[config.mk]
export PLATFORM = sky130hd
export DESIGN_NAME = wb_master_controller
export DESIGN_NICKNAME = d
export VERILOG_FILES = /design/src/rtl/wb_master_controller.sv
export SDC_FILE = /design/constraint.sdc
export NUM_CORES = 1
export LEC_CHECK = 0
export CAP_MARGIN = 10
export CELL_PAD_IN_SITES_DETAIL_PLACEMENT = 1
export CELL_PAD_IN_SITES_GLOBAL_PLACEMENT = 1
export CORE_MARGIN = 8
export CORE_UTILIZATION = 45
export DETAILED_ROUTE_END_ITERATION = 6
export DONT_BUFFER_PORTS = 1
export MAX_ROUTING_LAYER = met4
export PLACE_DENSITY_LB_ADDON = 0.1
export SLEW_MARGIN = 20
export SYNTH_ARGS = -nofsm -noshare
export SYNTH_HDL_FRONTEND = slang
export SYNTH_SLANG_ARGS = --single-unit
[constraint.sdc]
create_clock -name clk_i -period 3.25 [get_ports clk_i]
set_input_delay 0.325 -clock clk_i [delete_from_list [all_inputs] [get_ports clk_i]]
set_output_delay 0.325 -clock clk_i [all_outputs]
set_load 0.02 [all_outputs]
[src/rtl/wb_master_controller.sv]
// Wishbone classic master: one load/store request -> one bus transfer -> one done_o pulse (min 2 cycles).
// No backpressure: en_i is only sampled in IDLE; while BUS all request inputs are ignored.
module wb_master_controller #(
    parameter int WORD    = 16,
    parameter int ADDR_W  = 16,
    parameter int TIMEOUT = 15
) (
    input  logic                clk_i,
    input  logic                rst_n_i,
    input  logic                en_i,
    input  logic                we_i,
    input  logic [1:0]          size_i,
    input  logic                sext_i,
    input  logic [ADDR_W-1:0]   addr_i,
    input  logic [WORD-1:0]     data_i,
    output logic                busy_o,
    output logic                done_o,
    output logic                err_o,
    output logic [WORD-1:0]     data_o,
    output logic                cyc_o,
    output logic                stb_o,
    output logic                we_o,
    output logic [WORD/8-1:0]   sel_o,
    output logic [ADDR_W-1:0]   adr_o,
    output logic [WORD-1:0]     dat_o,
    input  logic                ack_i,
    input  logic                err_i,
    input  logic [WORD-1:0]     dat_i
);
    localparam int SEL_W = WORD / 8;
    localparam int LSB   = $clog2(SEL_W);
    localparam int WD_W  = (TIMEOUT < 2) ? 1 : $clog2(TIMEOUT + 1);
    localparam logic [WD_W-1:0] WD_LAST = WD_W'((TIMEOUT == 0) ? 0 : TIMEOUT - 1);
    localparam logic S_IDLE = 1'b0;
    localparam logic S_BUS  = 1'b1;

    logic              r_state, r_cyc, r_we, r_done, r_err, r_sext;
    logic [SEL_W-1:0]  r_sel;
    logic [ADDR_W-1:0] r_adr;
    logic [WORD-1:0]   r_dat, r_data;
    logic [1:0]        r_size;
    logic [LSB-1:0]    r_off;
    logic [WD_W-1:0]   r_wdog;

    logic              w_misalign, w_illegal, w_sbit;
    logic [LSB-1:0]    w_off;
    logic [SEL_W-1:0]  w_lanes, w_sel;
    logic [WORD-1:0]   w_wdat, w_shift, w_ld;

    assign w_off = addr_i[LSB-1:0];

    // Request side: legality, lane mask and replicated store data.
    always_comb begin
        w_misalign = 1'b0;
        for (int k = 0; k < 3; k++) begin
            if (k < int'(size_i) && addr_i[k]) w_misalign = 1'b1;
        end
        w_illegal = (int'(size_i) > LSB) || w_misalign;
        w_lanes   = '0;
        w_wdat    = '0;
        for (int b = 0; b < SEL_W; b++) begin
            w_lanes[b] = (b < (1 << int'(size_i)));
            for (int s = 0; s < SEL_W; s++) begin
                if (s == (b & ((1 << int'(size_i)) - 1))) w_wdat[b*8 +: 8] = data_i[s*8 +: 8];
            end
        end
        w_sel = w_lanes << w_off;
    end

    // Load side: shift the addressed lanes down, then extend above the access size.
    always_comb begin
        w_shift = dat_i >> {r_off, 3'b000};
        w_sbit  = 1'b0;
        w_ld    = '0;
        for (int b = 0; b < SEL_W; b++) begin
            if (b == (1 << int'(r_size)) - 1) w_sbit = w_shift[b*8 + 7];
        end
        for (int b = 0; b < SEL_W; b++) begin
            w_ld[b*8 +: 8] = (b < (1 << int'(r_size))) ? w_shift[b*8 +: 8] : {8{r_sext & w_sbit}};
        end
    end

    always_ff @(posedge clk_i or negedge rst_n_i) begin
        if (!rst_n_i) begin
            r_state <= S_IDLE;
            r_cyc   <= 1'b0;
            r_we    <= 1'b0;
            r_done  <= 1'b0;
            r_err   <= 1'b0;
            r_sext  <= 1'b0;
            r_sel   <= '0;
            r_adr   <= '0;
            r_dat   <= '0;
            r_data  <= '0;
            r_size  <= '0;
            r_off   <= '0;
            r_wdog  <= '0;
        end else begin
            r_done <= 1'b0;
            r_err  <= 1'b0;
            case (r_state)
                S_IDLE: begin
                    if (en_i) begin
                        if (w_illegal) begin
                            r_done <= 1'b1;
                            r_err  <= 1'b1;
                        end else begin
                            r_state <= S_BUS;
                            r_cyc   <= 1'b1;
                            r_we    <= we_i;
                            r_sel   <= w_sel;
                            r_adr   <= {addr_i[ADDR_W-1:LSB], {LSB{1'b0}}};
                            r_dat   <= w_wdat;
                            r_size  <= size_i;
                            r_off   <= w_off;
                            r_sext  <= sext_i;
                            r_wdog  <= '0;
                        end
                    end
                end
                default: begin
                    if (err_i) begin
                        r_state <= S_IDLE;
                        r_cyc   <= 1'b0;
                        r_done  <= 1'b1;
                        r_err   <= 1'b1;
                    end else if (ack_i) begin
                        r_state <= S_IDLE;
                        r_cyc   <= 1'b0;
                        r_done  <= 1'b1;
                        if (!r_we) r_data <= w_ld;
                    end else if (TIMEOUT != 0 && r_wdog == WD_LAST) begin
                        r_state <= S_IDLE;
                        r_cyc   <= 1'b0;
                        r_done  <= 1'b1;
                        r_err   <= 1'b1;
                    end else begin
                        r_wdog <= r_wdog + WD_W'(1);
                    end
                end
            endcase
        end
    end

    assign busy_o = (r_state == S_BUS);
    assign done_o = r_done;
    assign err_o  = r_err;
    assign data_o = r_data;
    assign cyc_o  = r_cyc;
    assign stb_o  = r_cyc;
    assign we_o   = r_we;
    assign sel_o  = r_sel;
    assign adr_o  = r_adr;
    assign dat_o  = r_dat;
endmodule

## Yosys cells after proc, flatten, opt, wreduce, memory -nomap -nowiden

Index checks and enable logic that the tools add are counted.

- Equal/unequal tests: 7
- Mux-type cells: 36
- Reduce and logical (&&, ||, !) cells: 11
- Bitwise operators: 5
- Order comparisons: 8
- Shift-type cells: 4
- Add/subtract/negate cells: 3

Operators by type and width:

| cell | number |
|---|---|
| 32-bit zero test | 2 |
| 1-bit by 32-bit < comparator with 1-bit output, first input constant | 2 |
| 2-bit by 32-bit < comparator with 1-bit output, first input constant | 2 |
| 1-bit by 2-bit left shift with 32-bit output, first input constant | 2 |
| 2-bit by 32-bit equality test with 1-bit output, first input constant | 1 |
| 8-bit two-way mux | 4 |
| 32-bit by 2-bit subtractor with 32-bit output, second input constant | 1 |
| 1-bit two-way mux | 26 |
| 4-bit two-way mux | 6 |
| 16-bit by 4-bit >> shifter with 16-bit output | 1 |
| 2-bit != test, second input constant | 4 |
| 3-bit AND reduction | 2 |
| 5-bit AND reduction | 1 |
| 4-bit by 1-bit adder with 4-bit output, second input constant | 1 |
| 4-bit equality test, second input constant | 1 |
| 1-bit by 2-bit < comparator with 1-bit output, first input constant | 2 |
| 4-bit by 3-bit != test with 1-bit output, second input constant | 1 |
| 1-bit inverter | 4 |
| 4-bit AND reduction | 1 |
| 1-bit logical AND | 3 |
| 2-bit by 1-bit > comparator with 1-bit output, second input constant | 1 |
| 2-bit < comparator, first input constant | 1 |
| 2-bit nonzero test | 1 |
| 2-bit by 1-bit left shift with 2-bit output | 1 |
| 3 further kinds | 3 |

- Logic and storage cells: 87
- Register bits: 62
- Output and inout port bits: 56

## Longest topological paths before layout

- Depth after elaboration: 9
- Gate-level depth with buffers: 6

## Worst setup path after synthesis

No wires, ideal clock.

- Path kind: flip-flop to flip-flop
- Start: register r_state, in the netlist busy_o
- End: register r_dat[7], in the netlist dat_o[7]
- Buffers on the path: 3
- Data required time: 3.125 ns
- Arrival: 1.771 ns
- Cell stages (with the launch flop): 7
- Period minus slack after synthesis: 1.896 ns
- Setup slack: 1.354 ns
- Path through: dfrtp_1 > or3b_1 > buf_6 > or2_1 > buf_6 > buf_6 > mux2_4

- Longest elaborated chain between the ends: 2

RTL lines:

| item | line | text |
|---|---|---|
| from (decl) | 37 | `logic r_state, r_cyc, r_we, r_done, r_err, r_sext;` |
| from (signal assigned) | 85 | `r_state <= S_IDLE;` |
| from (signal assigned) | 108 | `r_state <= S_BUS;` |
| from (signal assigned) | 123 | `r_state <= S_IDLE;` |
| 1-bit inverter (no source line) | n/a |  |
| 3-bit AND reduction (no source line) | n/a |  |
| to (signal assigned) | 113 | `r_dat <= w_wdat;` |
| to (decl) | 40 | `logic [WORD-1:0] r_dat, r_data;` |

Every way passes these cells.
A chain may end at the register's enable or synchronous reset.

## Final worst setup path

- Start: register r_state, in the netlist busy_o
- End: register r_dat[1], in the netlist dat_o[1]

Same word-level chain as after synthesis.

==> flow_metrics.env <==
export IMPL_vias=1683
export IMPL_critPathTopFamily="simple AND/OR/NAND/NOR gates"
export IMPL_synth_edf_count=0
export IMPL_gp_congestion=0.788
export IMPL_dieArea_sq_um=8580
export IMPL_grtUsageTotal_pct=15.8
export IMPL_rsz0062_at_grt="false"
export IMPL_fin_tns_setup_ns=0
export IMPL_dpl_worst_slack_ns=0.925
export IMPL_drv_cap=0
export IMPL_drc=0
export IMPL_wirelength_microns=6530
export IMPL_power_share_sequential_pct=55.1
export IMPL_crit_path_end_kind="flip-flop"
export IMPL_hold_viol=0
export IMPL_wl_per_cell_microns=22.0
export IMPL_fin_crit_ns=2.32
export IMPL_rr_worst_depth=3
export IMPL_portBuffers=0
export IMPL_num_rows=28
export IMPL_crit_path_top_delay_cell="or2_1"
export IMPL_synth_warnings=0
export IMPL_cts_buffers=9
export IMPL_regToRegSetupSlack_ns=0.93
export IMPL_syn_area_sq_um=2640
export IMPL_coreArea_sq_um=5820
export IMPL_crit_path_max_fanout=19
export IMPL_layout_setup_ws_ns=0.930
export IMPL_hp_class="in -> reg"
export IMPL_power_density_nw_per_um2=849
export IMPL_clock_power_share_pct=32.8
export IMPL_synth_top_cell_by_area="dfrtp_1"
export IMPL_die_w_microns=92.7
export IMPL_post_cts_setup_buffers=0
export IMPL_cp_required_ns=3.46
export IMPL_worstHoldStart="addr_i[0]"
export IMPL_max_freq_mhz=431
export IMPL_p_int_mw=1.68
export IMPL_maxSlewViolCount=0
export IMPL_nets=276
export IMPL_critPathKind="reg -> reg"
export IMPL_clockBufferDepth=2
export IMPL_first_global_vias=1854
export IMPL_timing_final_crit_share_pct=71.4
export IMPL_routed_via_density=5.67
export IMPL_synth_nets=275
export IMPL_cp_startpoint="busy_o"
export IMPL_cts_root_buf="clkbuf_8"
export IMPL_pwr_share_comb_pct=12.1
export IMPL_postLayoutCellArea_sq_um=2970
export IMPL_avgSynthCellArea_sq_um=12.2
export IMPL_grt_overflow=0
export IMPL_relSlewSlack_pct=40.8
export IMPL_p_switching_mw=0.835
export IMPL_ios=113
export IMPL_grt_max_degree=63
export IMPL_reg2reg_from="busy_o"
export IMPL_ys_seq_area_share_pct=58.7
export IMPL_yosys_top_cells_area="dfrtp_1 (59%), mux2_2 (12%), mux2i_1 (6.1%)"
export IMPL_place_detailed_hpwl_microns=4820
export IMPL_drive_above_1_share_pct=21.6
export IMPL_ant_nets=0
export IMPL_die_h_microns=92.7
export IMPL_area_growth_pct=12.2
export IMPL_drt_iter0_drc=28
export IMPL_antenna_found_initial=0
export IMPL_start_kind="flip-flop"
export IMPL_path_cells="or3b_1, or2_1, mux2_2"
export IMPL_async_flop_share_pct=100
export IMPL_tightest_slew_ns=0.885
export IMPL_worst_path_buf_inv=0
export IMPL_synth_cells=216
export IMPL_slowest_delay_ns=0.64
export IMPL_grt_pass1_wl_microns=10200
export IMPL_ys_seq_elements=62
export IMPL_h_tree_depth=3
export IMPL_synth_top_cell_area_share_pct=58.7
export IMPL_cts_sinks=62
export IMPL_finClkSkew_ns=0.00709
export IMPL_ys_types=35
export IMPL_cts_tree="built"
export IMPL_cts_clk_slew_worst_paths_ns=0.07
export IMPL_start_util_pct=45.5
export IMPL_p_sw_share_pct=33.2
export IMPL_ir_drop_v=0.000370
export IMPL_fillers=622
export IMPL_setup_viol=0
export IMPL_hold_depth=1
export IMPL_place_area_sq_um=2680
export IMPL_worstReg2RegEnd="dat_o[1]"
export IMPL_synthFlopType="dfrtp_1"
export IMPL_status="finished, final reports clean"
export IMPL_hold_end="sel_o[0]"
export IMPL_first_pass_iters=4
export IMPL_power_leakage_nw=1.27
export IMPL_clock_latency_ns=0.32
export IMPL_arrival_ns=2.53
export IMPL_antennaDiodeCount=0
## per-layer routing
| layer | vias to the layer above | track usage (%) | part of all wire [%] |
|---|---|---|---|
| met4 | 0 | 6.85 | 1.2 |
| met3 | 7 | 8.09 | 12 |
| met5 | - | - | 0 |
| met1 | 834 | 17.2 | 39 |
| li1 | 766 | - | - |
| met2 | 76 | 23.7 | 48 |
## worst reg2reg max path: stages (launching register included)
cell	delay, ns
dfrtp_1	0.59
or3b_1	0.56
or2_1	0.64
mux2_2	0.41
## power by group through the flow
| stage | sequential [mW] | combinational [mW] | clock (mW) |
|---|---|---|---|
| floorplan | 1.32 | 0.263 | 0 |
| finish | 1.39 | 0.304 | 0.826 |
| global route | 1.42 | 0.345 | 0.890 |
| CTS | 1.40 | 0.312 | 0.854 |
| detailed placement | 1.41 | 0.287 | 0 |
| global placement | 1.40 | 0.264 | 0 |
## stage by stage
stage          utilization (%)  total power [mW]  cells  hold WS [ns]
6_report                  51.0              2.52    297         0.113
5_1_grt                   51.0              2.66    297         0.106
4_1_cts                   51.0              2.56    297        0.0964
3_5_place_dp              46.1              1.70    279        0.0315
3_3_place_gp              46.1              1.66    279        0.0312
2_1_floorplan                -              1.59    216        0.0294
## final cells by class
type                       count  area, sq um  share of cell area [%]
sequential                    62         1550                    52.3
multi-input combinational    139         1020                    34.3
clock buffer                  13          159                    5.36
tap                           75         93.8                    3.16
clock inverter                 3         90.1                    3.04
timing repair buffer           3         45.0                    1.52
inverter                       2         7.51                   0.253
## flip-flops by register name (all words and copies together), names as in the netlist
register	cells
busy_o	1
cyc_o	1
r_sext	1
adr_o	15
sel_o	2
we_o	1
done_o	1
r_size	2
dat_o	16
data_o	16
err_o	1
r_off	1
r_wdog	4
## layout by cell type (no fill, tap or decap), types with 2 or more instances in the layout
cell type	synthesis	final
clkbuf_1	5	2
dfrtp_1	62	62
inv_1	2	2
bufinv_16	0	3
o21ai_0	24	24
nor2_1	19	19
and2_1	2	2
o31ai_1	2	2
nand3_1	5	5
a31oi_1	8	8
mux2_2	27	27
ha_1	2	2
clkbuf_8	0	11
o22a_1	2	2
a21oi_1	8	8
nand2_1	8	8
mux2i_1	16	16
## Yosys cell counts, types with 3 or more instances
master / count
a21oi_1: 8
a31oi_1: 8
buf_6: 3
clkbuf_1: 5
dfrtp_1: 62
mux2_2: 27
mux2i_1: 16
nand2_1: 8
nand3_1: 5
nor2_1: 19
o21ai_0: 24
## worst max path at each step
stage	end	slack [ns]	cells after the start
final	dat_o[1]	0.93	3
after global routing	adr_o[2]	0.76	3
after floorplan	dat_o[7]	1.35	6
after global placement	dat_o[7]	1.02	3
after detailed placement	dat_o[1]	0.92	3
after CTS	dat_o[1]	0.91	3
## what timing repair did
action,CTS,global route
endpoints found under the hold margin,62,0
endpoints found under the setup margin,0,0
hold buffers,2,0
gates resized for setup,0,0
## cells by family (layout without fill, tap and decap cells)
| group | Yosys count | count (layout) | share of synthesized area [%] |
|---|---|---|---|
| other | 1 | 1 | 0.142 |
| adders and majority gates | 2 | 2 | 0.946 |
| muxes | 44 | 44 | 18.1 |
| DFF | 62 | 62 | 58.7 |
| AOI/OAI and AO/OA | 48 | 48 | 10.4 |
| buffers and inverters | 15 | 21 | 3.36 |
| and+or+nand+nor | 44 | 44 | 8.33 |
Note: power is estimated with default switching activity, not from simulation.
